<file path="src/rtl/matvec_pkg.sv">
// matvec_pkg: shared types for the matrix-vector sequencer.
// State encoding, CSR bit positions and latched dimension bundle.
package matvec_pkg;

  typedef enum logic [1:0] {
    IDLE,
    ISSUE,
    DRAIN,
    OUT
  } state_t;

  localparam int CFG_START = 15;
  localparam int CFG_ABORT = 14;
  localparam int CFG_CLR   = 13;

  typedef struct packed {
    logic [3:0] rows_m1;
    logic [3:0] cols_m1;
  } cfg_t;

endpackage

</file>
<file path="src/rtl/matvec_mac.sv">
// matvec_mac: registered signed MAC; res is the next accumulator value,
// clamped at zero when MATVEC_RELU_EN is defined.
// Ports: clk, rst, en, first, a, b (DATA_W) -> res (ACC_W).
module matvec_mac
  import matvec_pkg::*;
#(
  parameter int DATA_W = 8,
  parameter int ACC_W  = 24
) (
  input  logic              clk,
  input  logic              rst,
  input  logic              en,
  input  logic              first,
  input  logic [DATA_W-1:0] a,
  input  logic [DATA_W-1:0] b,
  output logic [ACC_W-1:0]  res
);

  logic signed [2*DATA_W-1:0] prod;
  logic signed [ACC_W-1:0]    prod_ext;
  logic signed [ACC_W-1:0]    acc_q;
  logic signed [ACC_W-1:0]    acc_nxt;

  always_comb begin
    prod     = $signed(a) * $signed(b);
    prod_ext = {{(ACC_W-2*DATA_W){prod[2*DATA_W-1]}}, prod};
    acc_nxt  = (first ? '0 : acc_q) + prod_ext;
  end

  always_ff @(posedge clk or posedge rst) begin
    if (rst) begin
      acc_q <= '0;
    end else if (en) begin
      acc_q <= acc_nxt;
    end
  end

  // The sum is exposed before it is registered so the row result can
  // be loaded in the same cycle as the final accumulate.
`ifdef MATVEC_RELU_EN
  assign res = acc_nxt[ACC_W-1] ? '0 : acc_nxt;
`else
  assign res = acc_nxt;
`endif

endmodule

</file>
<file path="src/rtl/matvec_sequencer.sv">
// matvec_sequencer: computes y = M*x row by row from matrix/vector SRAMs.
// Ports: clk, rst, cfg_data/cfg_valid (CSR word), mat_*/vec_* SRAM reads,
// res_data/res_row/res_valid/res_ready result handshake, status.
// Optional: MATVEC_RELU_EN clamps negative row results to zero.
module matvec_sequencer
  import matvec_pkg::*;
#(
  parameter int DATA_W     = 8,
  parameter int ACC_W      = 24,
  parameter int DIM_W      = 4,
  parameter int MAT_ADDR_W = 8
) (
  input  logic                  clk,
  input  logic                  rst,
  input  logic [15:0]           cfg_data,
  input  logic                  cfg_valid,
  output logic [MAT_ADDR_W-1:0] mat_raddr,
  output logic                  mat_ren,
  input  logic [DATA_W-1:0]     mat_rdata,
  output logic [DIM_W-1:0]      vec_raddr,
  output logic                  vec_ren,
  input  logic [DATA_W-1:0]     vec_rdata,
  output logic [ACC_W-1:0]      res_data,
  output logic [DIM_W-1:0]      res_row,
  output logic                  res_valid,
  input  logic                  res_ready,
  output logic [15:0]           status
);

  state_t           state;
  cfg_t             dims;
  logic [DIM_W-1:0] row;
  logic [DIM_W-1:0] col;
  logic [DIM_W-1:0] rows_m1;
  logic [DIM_W-1:0] cols_m1;
  logic             busy;
  logic             done;
  logic             rd_v;
  logic             rd_first;
  logic [ACC_W-1:0] mac_res;
  logic             start;
  logic             abort;
  logic             clr;
  logic             unused_cfg;

  assign start      = cfg_valid & cfg_data[CFG_START];
  assign abort      = cfg_valid & cfg_data[CFG_ABORT];
  assign clr        = cfg_valid & cfg_data[CFG_CLR];
  assign unused_cfg = ^cfg_data[12:8];

  assign rows_m1 = DIM_W'(dims.rows_m1);
  assign cols_m1 = DIM_W'(dims.cols_m1);

  assign mat_raddr = MAT_ADDR_W'({row, col});
  assign vec_raddr = col;
  assign vec_ren   = mat_ren;
  assign status    = {busy, done, 6'b0, 8'(row)};

  always_ff @(posedge clk or posedge rst) begin
    if (rst) begin
      state     <= IDLE;
      dims      <= '0;
      row       <= '0;
      col       <= '0;
      busy      <= 1'b0;
      done      <= 1'b0;
      mat_ren   <= 1'b0;
      rd_v      <= 1'b0;
      rd_first  <= 1'b0;
      res_valid <= 1'b0;
      res_data  <= '0;
      res_row   <= '0;
    end else begin
      // Tag travels with the read into the MAC stage.
      rd_v     <= mat_ren;
      rd_first <= (col == '0);
      unique case (state)
        IDLE: begin
          if (start) begin
            dims    <= cfg_t'(cfg_data[7:0]);
            row     <= '0;
            col     <= '0;
            done    <= 1'b0;
            busy    <= 1'b1;
            mat_ren <= 1'b1;
            state   <= ISSUE;
          end else if (clr) begin
            done <= 1'b0;
          end
        end
        ISSUE: begin
          if (abort) begin
            mat_ren <= 1'b0;
            busy    <= 1'b0;
            state   <= IDLE;
          end else if (col == cols_m1) begin
            mat_ren <= 1'b0;
            state   <= DRAIN;
          end else begin
            col <= col + 1'b1;
          end
        end
        DRAIN: begin
          if (abort) begin
            busy  <= 1'b0;
            state <= IDLE;
          end else begin
            res_data  <= mac_res;
            res_row   <= row;
            res_valid <= 1'b1;
            state     <= OUT;
          end
        end
        OUT: begin
          if (abort) begin
            res_valid <= 1'b0;
            busy      <= 1'b0;
            state     <= IDLE;
          end else if (res_ready) begin
            res_valid <= 1'b0;
            if (row == rows_m1) begin
              done  <= 1'b1;
              busy  <= 1'b0;
              state <= IDLE;
            end else begin
              row     <= row + 1'b1;
              col     <= '0;
              mat_ren <= 1'b1;
              state   <= ISSUE;
            end
          end
        end
        default: state <= IDLE;
      endcase
    end
  end

  matvec_mac #(
    .DATA_W(DATA_W),
    .ACC_W (ACC_W)
  ) u_mac (
    .clk  (clk),
    .rst  (rst),
    .en   (rd_v),
    .first(rd_first),
    .a    (mat_rdata),
    .b    (vec_rdata),
    .res  (mac_res)
  );

endmodule

</file>
<file path="config.mk">
export PLATFORM = sky130hd
export DESIGN_NAME = matvec_sequencer
export DESIGN_NICKNAME = d
export VERILOG_FILES = /design/src/rtl/matvec_pkg.sv /design/src/rtl/matvec_mac.sv /design/src/rtl/matvec_sequencer.sv
export SDC_FILE = /design/constraint.sdc
export NUM_CORES = 1
export LEC_CHECK = 0
export CAP_MARGIN = 20
export CORE_UTILIZATION = 51
export DETAILED_ROUTE_END_ITERATION = 10
export PLACE_DENSITY = 0.79
export SLEW_MARGIN = 30
export SYNTH_ARGS = -nofsm -noshare
export SYNTH_HDL_FRONTEND = slang
export SYNTH_SLANG_ARGS = --single-unit
</file>
<file path="constraint.sdc">
create_clock -name clk -period 3.35 [get_ports clk]
set_clock_uncertainty 0.2 [all_clocks]
set_input_delay 0.67 -clock clk [delete_from_list [all_inputs] [get_ports clk]]
set_output_delay 0.67 -clock clk [all_outputs]
set_load 0.005 [all_outputs]
</file>
==> reports/metrics.csv <==
metric,value,unit
status,"finished, violations left",
failed_checks,setup timing,
final_common_cell,buf_4,
fin_nets,1147,
min_period_over_period,1.89,
fill_cells,775,
r2r_slack,-0.28,ns
num_vias,6755,
chipWidth,122,microns
hold_end,rd_v$_DFF_PP0_,
area_delta_synth_final,49.5,%
fin_crit,6.35,ns
rsz0062_at_grt,yes,
synth_area,7390,sq um
cts_tree,done,
drt_iter0_drc,403,
first_global_vias,6822,
clock-sinks,76,
worst_ep_required_time,3.42,ns
worst_slack,-3.00,ns
hp-class,reg -> reg,
whs,0.252,ns
antenna_found_initial,0,
async_flop_share,1.00,
initial_core_util,0.528,
drv_cap,0,
num_rows,43,
max_freq,0.158,GHz
dp_slack,-3.55,ns
clkLatencyLatePin,0.35,ns
ys_ff_latch,76,
wl_per_cell,19.4,microns
yosysSeqAreaShare,0.257,
grt-ovfl-total,0,
post_layout_nonfiller_instances,1180,
clockRootBuffer,clkbuf_16,
numPortBuffers,79,
firstDrtPassIters,4,
syn_area_per_cell,9.67,sq um
final_antenna_net_count,0,
num_io_pins,95,
r2r_end,u_mac.acc_q[16]$_DFFE_PP0P_,
viasPerCell,5.72,
dp.cells,1118,
cp-start-kind,primary input,
synthFlopType,dfrtp_1,
drcViolationCount,0,
hold_depth,0,
drv_slew,0,
die-area,15000,sq um
clockBufferDepth,2,
grt_usage,0.279,
final_cell_mix,"buf_4, inv_1, dfrtp_1, clkdlybuf4s50_1, fa_1",
core-area,14000,sq um
crit_arrival,6.41,ns
finalSetupTns,-90.28,ns
rr_worst_depth,13,
numCtsBuffers,9,
setup_viol,40,
place.gp.congestion,0.915,
drive_gt1_frac,0.413,
postCtsHoldBufs,0,
synthDistinctLibCells,57,
hp-start,mat_ren$_DFFE_PP0P_,
synth_enable_flop_cells,0,
dieHeight,122,microns
dp_hpwl,13400,microns
hold_viol,0,
worst_pin_slew,0.812,ns
antenna_cells,0,
worstSetupPathType,in -> reg,
crit_fanout,4,
grt_pass1_wl,32600,microns
setup.worst_path.end_class,flop,
yosys_warnings,0,
synth_cells,764,
drt_wl_total,22800,microns
slew_headroom,0.459,
grt_max_degree,57,
cts.clk_slew.worst_paths,0.06,ns
cts_max_level,3,
regToRegStartpoint,u_mac.acc_q[0]$_DFFE_PP0P_,
==> per-stage QoR <==
step           utilization  instance area (sq um)
3_5_place_dp         0.680                   9520
2_1_floorplan            -                   7830
5_1_grt              0.790                  11000
4_1_cts              0.747                  10400
6_report             0.790                  11000
3_3_place_gp         0.680                   9520
==> critical path, stage by stage <==
cell,delay [ns]
buf_8,0.10
buf_6,0.12
buf_6,0.12
and2_1,0.14
fa_1,0.48
fa_1,0.51
fa_1,0.51
inv_1,0.08
fa_1,0.55
inv_1,0.07
ha_4,0.24
and4_4,0.17
buf_4,0.14
a2111oi_4,0.34
buf_4,0.19
or3_4,0.17
nand2_8,0.08
buf_6,0.15
ha_4,0.26
nand2_4,0.07
nand2_2,0.05
a21o_1,0.21
a21o_1,0.22
buf_6,0.15
xnor2_2,0.13
a22oi_1,0.21
nand3b_1,0.15
a21oi_2,0.15
==> sequential cells by signal (all words and copies together), names as in the netlist <==
signal / count
busy: 1
cols_m1: 4
done: 1
mat_ren: 1
rd_first: 1
rd_v: 1
res_data: 24
res_row: 4
res_valid: 1
row: 4
rows_m1: 4
state: 2
u_mac.acc_q: 24
vec_raddr: 4
==> kinds of logic (layout without fill, tap and decap cells) <==
group | count (synthesis) | after routing | share of synthesized area
AOI/OAI and AO/OA | 125 | 125 | 0.114
muxes | 55 | 55 | 0.0828
DFF | 76 | 76 | 0.257
other | 1 | 10 | 0.000507
buffers and inverters | 140 | 367 | 0.0823
xor gates and xnor gates | 52 | 52 | 0.0674
and+or+nand+nor | 199 | 199 | 0.142
adders and majority gates | 116 | 116 | 0.253
==> cell type report <==
class | instances | area, sq um | share of cell area
timing repair buffer | 244 | 2190 | 0.198
clock buffer | 10 | 229 | 0.0207
tap | 180 | 225 | 0.0204
inverter | 107 | 402 | 0.0364
multi-input combinational | 557 | 6040 | 0.546
sequential | 76 | 1900 | 0.172
clock inverter | 6 | 63.8 | 0.00578
==> repair_timing <==
action,4_1_cts,5_1_grt
endpoints found under the setup margin,42,42
pin swaps,70,107
buffers inserted,34,31
gates resized for setup,158,129
==> Yosys cell counts, types with 3 or more instances <==
| cell type | instances | area share |
|---|---|---|
| dfrtp_1 | 76 | 0.26 |
| nor2b_1 | 30 | 0.025 |
| xnor2_1 | 36 | 0.043 |
| inv_1 | 107 | 0.054 |
| o21bai_1 | 6 | 0.0061 |
| ha_1 | 60 | 0.10 |
| nand2b_1 | 4 | 0.0034 |
| xor2_1 | 13 | 0.015 |
| nor3_1 | 8 | 0.0054 |
| nand3_1 | 10 | 0.0068 |
| fa_1 | 56 | 0.15 |
| mux2i_1 | 6 | 0.0081 |
| nor2_1 | 27 | 0.014 |
| o211ai_1 | 5 | 0.0051 |
| nand2_1 | 50 | 0.025 |
| a211oi_1 | 5 | 0.0051 |
| nor4_1 | 3 | 0.0025 |
| mux2_2 | 49 | 0.075 |
| and2_1 | 46 | 0.039 |
| a21o_1 | 13 | 0.013 |
| nand4_1 | 3 | 0.0025 |
| o21ai_0 | 31 | 0.021 |
| o21a_1 | 5 | 0.0051 |
| clkbuf_1 | 9 | 0.0046 |
| a41oi_1 | 4 | 0.0047 |
| buf_4 | 22 | 0.022 |
| o31ai_1 | 3 | 0.0030 |
| nor3b_1 | 3 | 0.0030 |
| or3_1 | 5 | 0.0042 |
| a21oi_1 | 35 | 0.024 |
==> per-layer routing <==
| metal | share of wire | global-route usage |
|---|---|---|
| met3 | 0.064 | 0.0437 |
| met1 | 0.38 | 0.331 |
| met5 | 0 | 0 |
| met4 | 0.046 | 0.117 |
| met2 | 0.51 | 0.500 |
==> worst max-delay path by stage <==
| stage | startpoint | endpoint | slack, ns | cells past startpoint |
|---|---|---|---|---|
| floorplan | vec_rdata[4] | res_data[21]$_DFFE_PP0P_ | -2.71 | 26 |
| global placement | vec_rdata[4] | res_data[19]$_DFFE_PP0P_ | -3.46 | 26 |
| detailed placement | vec_rdata[6] | res_data[23]$_DFFE_PP0P_ | -3.55 | 26 |
| CTS | mat_rdata[4] | res_data[21]$_DFFE_PP0P_ | -2.94 | 27 |
| global route | vec_rdata[7] | u_mac.acc_q[21]$_DFFE_PP0P_ | -3.13 | 30 |
| finish | mat_rdata[4] | u_mac.acc_q[21]$_DFFE_PP0P_ | -3.00 | 28 |
Power is not shown: default switching activity piles up to over one toggle a cycle in this logic, so the estimate is an artifact.
